File: config.mk
export PLATFORM = sky130hd
export DESIGN_NAME = ga20_pcm_flat
export DESIGN_NICKNAME = d
export VERILOG_FILES = /design/src/rtl/ga20_pcm_if.sv /design/src/rtl/ga20_pcm.sv /design/src/flat_wrapper.sv
export SDC_FILE = /design/constraint.sdc
export NUM_CORES = 1
export LEC_CHECK = 0
export ABC_AREA = 1
export BUFFER_PORTS_ARGS = -buffer_cell sky130_fd_sc_hd__buf_2
export CORE_MARGIN = 2
export CORE_UTILIZATION = 45
export CTS_CLUSTER_SIZE = 24
export DETAILED_ROUTE_END_ITERATION = 6
export PLACE_DENSITY_LB_ADDON = 0.2
export SLEW_MARGIN = 30
export SYNTH_ARGS = -nofsm -noshare
export SYNTH_HDL_FRONTEND = slang
export SYNTH_SLANG_ARGS = --single-unit
File: constraint.sdc
create_clock -name clk_sys -period 15.45 [get_ports clk_sys]
set_clock_uncertainty 0.05 [all_clocks]
set_input_delay 0.7725 -clock clk_sys [delete_from_list [all_inputs] [get_ports clk_sys]]
set_output_delay 0.7725 -clock clk_sys [all_outputs]
set_load 0.03 [all_outputs]
File: src/rtl/ga20_pcm_if.sv
// ga20_pcm_if: sample ROM fetch port of the GA20 PCM player.
//
// Handshake: the player raises rom_req with rom_addr and holds both
// steady until the ROM answers with a single-cycle rom_ack. rom_data is
// valid in the rom_ack cycle only. rom_req drops in the cycle after the ack.
//
// Signals:
//   rom_req   player -> ROM   fetch request, held until ack
//   rom_addr  player -> ROM   byte address, stable while rom_req=1
//   rom_ack   ROM -> player   one-cycle acknowledge
//   rom_data  ROM -> player   sample byte, valid with rom_ack
//
// Modports: master = player side, slave = ROM side.
interface ga20_pcm_if #(
  parameter int ROM_AW = 20
);
  logic              rom_req;
  logic [ROM_AW-1:0] rom_addr;
  logic              rom_ack;
  logic [7:0]        rom_data;

  modport master (output rom_req, output rom_addr, input rom_ack, input rom_data);
  modport slave  (input rom_req, input rom_addr, output rom_ack, output rom_data);
endinterface

File: src/rtl/ga20_pcm.sv
// ga20_pcm: four-channel 8-bit PCM sample player (GA20 compatible).
//
// The sound CPU programs eight registers per channel through a 32-entry
// window (ch = addr[4:3], reg = addr[2:0]). Each ce pulse is one playback
// tick: a scheduler walks channels 0..3, steps each playing channel's rate
// counter, fetches a new byte from the sample ROM when its position moved,
// and finally mixes the four channels into a saturated signed 16-bit sample.
//
// Ports:
//   clk_sys, reset        clock, synchronous active-high reset
//   ce                    playback tick strobe
//   cs, wr, addr, din     register write bus (wr qualified by cs)
//   dout                  register read data, combinational from addr
//   rom                   sample ROM fetch port (ga20_pcm_if.master)
//   mute[3:0]             per-channel mix mute (only with GA20_CH_MUTE_EN)
//   sample                signed mixed output, updated once per tick
//   busy                  scheduler working or a tick is pending
//
// Build option: define GA20_CH_MUTE_EN to add the mute input.
module ga20_pcm #(
  parameter int ROM_AW    = 20,
  parameter int OUT_SHIFT = 0
) (
  input  logic        clk_sys,
  input  logic        reset,
  input  logic        ce,
  input  logic        cs,
  input  logic        wr,
  input  logic [4:0]  addr,
  input  logic [7:0]  din,
  output logic [7:0]  dout,
  ga20_pcm_if.master  rom,
`ifdef GA20_CH_MUTE_EN
  input  logic [3:0]  mute,
`endif
  output logic [15:0] sample,
  output logic        busy
);

  typedef enum logic [2:0] {
    S_IDLE, S_STEP, S_FETCH, S_WAIT, S_NEXT, S_MIX
  } state_t;

  state_t      state;
  logic [1:0]  ch;
  logic        tick_pend;

  logic [7:0]  start_lo [4];
  logic [7:0]  start_hi [4];
  logic [7:0]  end_lo   [4];
  logic [7:0]  end_hi   [4];
  logic [7:0]  rate     [4];
  logic [7:0]  vol      [4];

  logic [ROM_AW-1:0] pos [4];
  logic [7:0]  cnt [4];
  logic [7:0]  cur [4];
  logic [3:0]  playing;
  logic [3:0]  fetch_pend;

  logic [ROM_AW-1:0] start_addr [4];
  logic [ROM_AW-1:0] end_addr   [4];

  always_comb begin
    for (int i = 0; i < 4; i++) begin
      start_addr[i] = ROM_AW'({start_hi[i], start_lo[i], 4'h0});
      end_addr[i]   = ROM_AW'({end_hi[i], end_lo[i], 4'h0});
    end
  end

  // Channels allowed into the mix this build.
  logic [3:0] mix_en;
`ifdef GA20_CH_MUTE_EN
  assign mix_en = playing & ~mute;
`else
  assign mix_en = playing;
`endif

  logic signed [16:0] prod [4];
  logic signed [17:0] mix_sum;
  logic signed [17:0] mix_shift;
  logic [15:0]        mix_sat;

  always_comb begin
    mix_sum = '0;
    for (int i = 0; i < 4; i++) begin
      // Re-centre the unsigned byte around 0x80, scale by unsigned volume.
      prod[i] = 17'($signed(cur[i] ^ 8'h80)) * 17'($signed({1'b0, vol[i]}));
      if (mix_en[i]) mix_sum = mix_sum + {prod[i][16], prod[i]};
    end
    mix_shift = mix_sum >>> OUT_SHIFT;
    if (mix_shift > 18'sd32767)       mix_sat = 16'h7FFF;
    else if (mix_shift < -18'sd32768) mix_sat = 16'h8000;
    else                              mix_sat = mix_shift[15:0];
  end

  // A tick waiting in tick_pend counts as busy, so busy does not dip in the
  // single IDLE cycle between back-to-back ticks.
  assign busy = (state != S_IDLE) || tick_pend;

  always_comb begin
    dout = 8'h00;
    if (addr[2:0] == 3'd7) dout = {7'b0, playing[addr[4:3]]};
  end

  always_ff @(posedge clk_sys) begin
    if (reset) begin
      state        <= S_IDLE;
      ch           <= 2'd0;
      tick_pend    <= 1'b0;
      rom.rom_req  <= 1'b0;
      rom.rom_addr <= '0;
      sample       <= 16'h0000;
      playing      <= 4'h0;
      fetch_pend   <= 4'h0;
      for (int i = 0; i < 4; i++) begin
        start_lo[i] <= 8'h00;
        start_hi[i] <= 8'h00;
        end_lo[i]   <= 8'h00;
        end_hi[i]   <= 8'h00;
        rate[i]     <= 8'h00;
        vol[i]      <= 8'h00;
        pos[i]      <= '0;
        cnt[i]      <= 8'h00;
        cur[i]      <= 8'h80;
      end
    end else begin
      // One-deep tick queue: extra ce pulses while one is queued are lost.
      if (state != S_IDLE && ce) tick_pend <= 1'b1;

      case (state)
        S_IDLE: begin
          if (tick_pend || ce) begin
            state     <= S_STEP;
            ch        <= 2'd0;
            tick_pend <= tick_pend & ce;
          end
        end

        S_STEP: begin
          state <= S_NEXT;
          if (playing[ch]) begin
            if (fetch_pend[ch]) begin
              // First tick after key-on plays the start byte itself;
              // the rate counter starts running on the following tick.
              state <= S_FETCH;
            end else if (cnt[ch] == 8'hFF) begin
              cnt[ch]        <= rate[ch];
              pos[ch]        <= pos[ch] + 1'b1;
              fetch_pend[ch] <= 1'b1;
              state          <= S_FETCH;
            end else begin
              cnt[ch] <= cnt[ch] + 8'd1;
            end
          end
        end

        S_FETCH: begin
          // Re-check: a key-off written during STEP cancels the fetch.
          if (playing[ch] && fetch_pend[ch]) begin
            rom.rom_req  <= 1'b1;
            rom.rom_addr <= pos[ch];
            state        <= S_WAIT;
          end else begin
            state <= S_NEXT;
          end
        end

        S_WAIT: begin
          if (rom.rom_ack) begin
            rom.rom_req    <= 1'b0;
            fetch_pend[ch] <= 1'b0;
            if (rom.rom_data == 8'h00 || pos[ch] >= end_addr[ch]) begin
              playing[ch] <= 1'b0;
              cur[ch]     <= 8'h80;
            end else begin
              cur[ch] <= rom.rom_data;
            end
            state <= S_NEXT;
          end
        end

        S_NEXT: begin
          if (ch == 2'd3) begin
            state <= S_MIX;
          end else begin
            ch    <= ch + 2'd1;
            state <= S_STEP;
          end
        end

        S_MIX: begin
          sample <= mix_sat;
          state  <= S_IDLE;
        end

        default: state <= S_IDLE;
      endcase

      // Register writes come last so a key-on overrides a same-cycle stop.
      if (cs && wr) begin
        case (addr[2:0])
          3'd0: start_lo[addr[4:3]] <= din;
          3'd1: start_hi[addr[4:3]] <= din;
          3'd2: end_lo[addr[4:3]]   <= din;
          3'd3: end_hi[addr[4:3]]   <= din;
          3'd4: rate[addr[4:3]]     <= din;
          3'd5: vol[addr[4:3]]      <= din;
          3'd6: begin
            if (din[1]) begin
              pos[addr[4:3]]        <= start_addr[addr[4:3]];
              cnt[addr[4:3]]        <= rate[addr[4:3]];
              playing[addr[4:3]]    <= 1'b1;
              fetch_pend[addr[4:3]] <= 1'b1;
            end else begin
              playing[addr[4:3]] <= 1'b0;
            end
          end
          default: ;
        endcase
      end
    end
  end

endmodule

File: src/flat_wrapper.sv
// flat-port wrapper written by rule: the top's interface ports become plain ports
module ga20_pcm_flat 
#(
  parameter int ROM_AW    = 20,
  parameter int OUT_SHIFT = 0
)
  (clk_sys, reset, ce, cs, wr, addr, din, dout, sample, busy, rom_rom_req, rom_rom_addr, rom_rom_ack, rom_rom_data);
  ga20_pcm_if #(.ROM_AW(ROM_AW)) rom_i ();
  input  logic clk_sys;
  input  logic reset;
  input  logic ce;
  input  logic cs;
  input  logic wr;
  input  logic [4:0] addr;
  input  logic [7:0] din;
  output logic [7:0] dout;
  output logic [15:0] sample;
  output logic busy;
  output wire logic [$bits(rom_i.rom_req)-1:0] rom_rom_req;
  output wire logic [$bits(rom_i.rom_addr)-1:0] rom_rom_addr;
  input wire logic [$bits(rom_i.rom_ack)-1:0] rom_rom_ack;
  input wire logic [$bits(rom_i.rom_data)-1:0] rom_rom_data;
  assign rom_rom_req = rom_i.rom_req;
  assign rom_rom_addr = rom_i.rom_addr;
  assign rom_i.rom_ack = rom_rom_ack;
  assign rom_i.rom_data = rom_rom_data;
  ga20_pcm #(.ROM_AW(ROM_AW), .OUT_SHIFT(OUT_SHIFT)) u_core (.clk_sys(clk_sys), .reset(reset), .ce(ce), .cs(cs), .wr(wr), .addr(addr), .din(din), .dout(dout), .rom(rom_i), .sample(sample), .busy(busy));
endmodule
==> metrics <==
wire per inst 19.3 µm; final setup vio count 0; fin worst setup slack 6.80 ns; first-pass GRT wire length 133,000 µm; WHS 0.420 ns; Initial Util 45.6%; # port buffers 65; Die Area 68,900 µm²; width of the die around 260 µm; Yosys cell types between 60 and 70; core area 66,000 µm²; design area 32,700 µm²; Worst path top cell family by delay adder cells; initial antenna violation count 2; dpl ws 6.92 ns; share of layout cells above drive strength 1 8.61%; I/O pins 73; max-capacitance violation count 0; detailed router's first-iteration violation count 2,277; Layout Nets roughly 4,000; WP data arrival 9.08 ns; worst vdd ir 101 µV; Setup Fix Bufs, Post-CTS 0; CTS Root Buffer Type clkbuf_16; adder-cell share of the synthesized area 20.2%; YS warnings 0; Synth Area per Inst 8.38 µm²; Main synth FF type edfxtp_1; WS Path Type reg2reg; CP peak stage delay 0.52 ns; Post-Synth Simple-Gate Area between 10% and 20%; Fmax achieved between 100 and 150 MHz; final WL 86,500 µm; DR DRC count 0; DP HPWL approximately 63,000 µm; # H-tree levels 2; most instantiated cells after synthesis 646 x nand2_1, 642 x inv_1, 431 x nor2_1; Crit. End Element flop; total negative slack 0 ns; largest family of logic cells by synthesized area adder cells; vias 24,075; Syn Inst Count ~3,600; dominant cell type by area after synthesis edfxtp_1; Post-synth EDFFs 320; Yosys reg bits 389; Pins Over Slew Limit 0; hold_buf cts 0; clk sinks 389; Startpoint Class flop; CP max FO 15; top cell type's share of synthesized area a little under a third; Async SR Flop Fraction 0%; final hold vios 0; total CTS buffers 45; Worst path most repeated cell a21oi_1; Mapped Area approximately 30,000 µm²; DR pass1 iterations 6; crit path time final 8.65 ns; Vias/cell 5.38; clock buffer depth 3; unrepaired setup endpoints after global routing no; grt ovf 0; CTS resizes 0; Pleak approximately 16 nW; Hold Crit Class reg2reg; Crit-path slowest cell edfxtp_1; Row Count 94; most common cell in the synthesized netlist nand2_1; mux cell area share after synthesis 0.166%; Worst Path Required 15.88 ns; clock insertion delay at the later pin of the skew report just over 0.6 ns; Period Utilization, post-route 56.0%; Fillers 6,351; Placed Area 31,100 µm²; GRT Overall Usage 25.0%; Clock transition at path regs 0.06 ns; xor-xnor portion of the synthesized cell area ~2.1%; area of the multi-input gates 15,900 µm²; FF+latch area 11,000 µm²; vias in the first global route around 24,000; CP bufs+invs 7; synth top area cells edfxtp_1 32%, ha_1 10%, fa_1 10%, nand2_1 8.1%, inv_1 8.0%; Area Overhead vs Synth 8.59%; CTS tree yes; PwrDens 94.6 nW/µm²; Max-slew headroom 37.4%; GP Congestion 0.926; status finished, final reports clean; post-synthesis sequential area ratio between 30 and 40%; largest net degree at the start of global routing between 60 and 70; Synth Area in Compound Gates roughly an eighth; die height roughly 260 µm; Post-DRT Antenna Nets 0; worst slew pin tran about 0.94 ns
[final cells by class]
cell class	count	share of cell area, %
inverters	661	7.60
flip-flops and latches	389	33.7
multi-input cells	2365	48.7
repair buffers	113	2.09
clock inverters	20	0.697
diodes	2	0.0153
clock buffers	64	3.95
well taps	864	3.31
[placed cells by master, fill, tap and decap left out, types with 40 or more instances in the layout]
cell	instances
a21oi_1	148
a221oi_1	40
buf_2	66
buf_4	47
clkbuf_16	46
dfxtp_1	68
edfxtp_1	320
fa_1	151
ha_1	243
inv_1	639
nand2_1	645
nand3_1	88
nor2_1	428
nor3_1	45
o21ai_0	149
o22ai_1	105
xor2_1	50
[flip-flops by register name, indices dropped and copies added, names as in the netlist, 4 cells and up, named ones only]
signal,cells
u_core.pos,80
u_core.cnt,32
u_core.cur,32
u_core.end_hi,32
u_core.end_lo,32
u_core.rate,32
u_core.start_hi,32
u_core.start_lo,32
u_core.vol,32
u_core.rom.rom_addr,20
u_core.sample,16
u_core.fetch_pend,4
u_core.mix_en,4
[where the power goes]
group          internal, mW  leakage (nW)  switching (mW)
combinational         0.267          11.2           0.523
clock                 0.625         0.747           0.465
sequential             1.18          3.69          0.0354
total                  2.07          15.7            1.02
[final timing paths]
kind / slack [ns] / start / endpoint / cells past startpoint
setup / recovery: 6.80 / u_core.vol[0][4]$_SDFFCE_PN0P_ / u_core.sample[1]$_SDFFE_PP0N_ / 49
hold / removal: 0.42 / u_core.pos[1][2]$_SDFFE_PP0P_ / u_core.pos[1][2]$_SDFFE_PP0P_ / 2
hold reg to reg: 0.42 / u_core.pos[1][2]$_SDFFE_PP0P_ / u_core.pos[1][2]$_SDFFE_PP0P_ / 2
setup reg to reg: 6.80 / u_core.vol[0][4]$_SDFFCE_PN0P_ / u_core.sample[1]$_SDFFE_PP0N_ / 49
[worst reg2reg max path: cells and delay by family (launching register included)]
family	cells	cell delay, ns
adder cells (fa/ha/maj)	9	3.06
AND/OR/NAND/NOR	12	1.21
flip-flops	1	0.52
AO/OA/AOI/OAI	19	3.08
buffers and inverters	7	0.43
XOR/XNOR	2	0.19
[stage by stage]
stage	cells	power [mW]	utilization [%]
after floorplan	3595	1.79	-
after global placement	4391	2.01	47.2
after detailed placement	4392	2.02	47.2
after CTS	4476	3.10	49.5
after global routing	4477	3.24	49.5
final	4478	3.09	49.5
[per-layer routing]
layer | part of all wire (%) | up-vias | wire (µm) | GRT usage [%]
met1 | 42 | 11511 | 36300 | 32.0
met4 | 4.2 | 0 | 3640 | 10.5
li1 | - | 11631 | - | -
met3 | 6.4 | 160 | 5570 | 3.11
met2 | 47 | 773 | 41000 | 42.7
met5 | 0 | - | 0 | 0
[cell families (layout without fill, tap and decap cells)]
group / Yosys count / after routing
simple gates: 1318 / 1318
flops: 389 / 389
compound gates: 569 / 569
mux: 5 / 5
other cells: 1 / 9
buf+inv: 841 / 858
fa+ha+maj: 394 / 394
xor+xnor: 72 / 72
(Power assumes the default switching activity.)
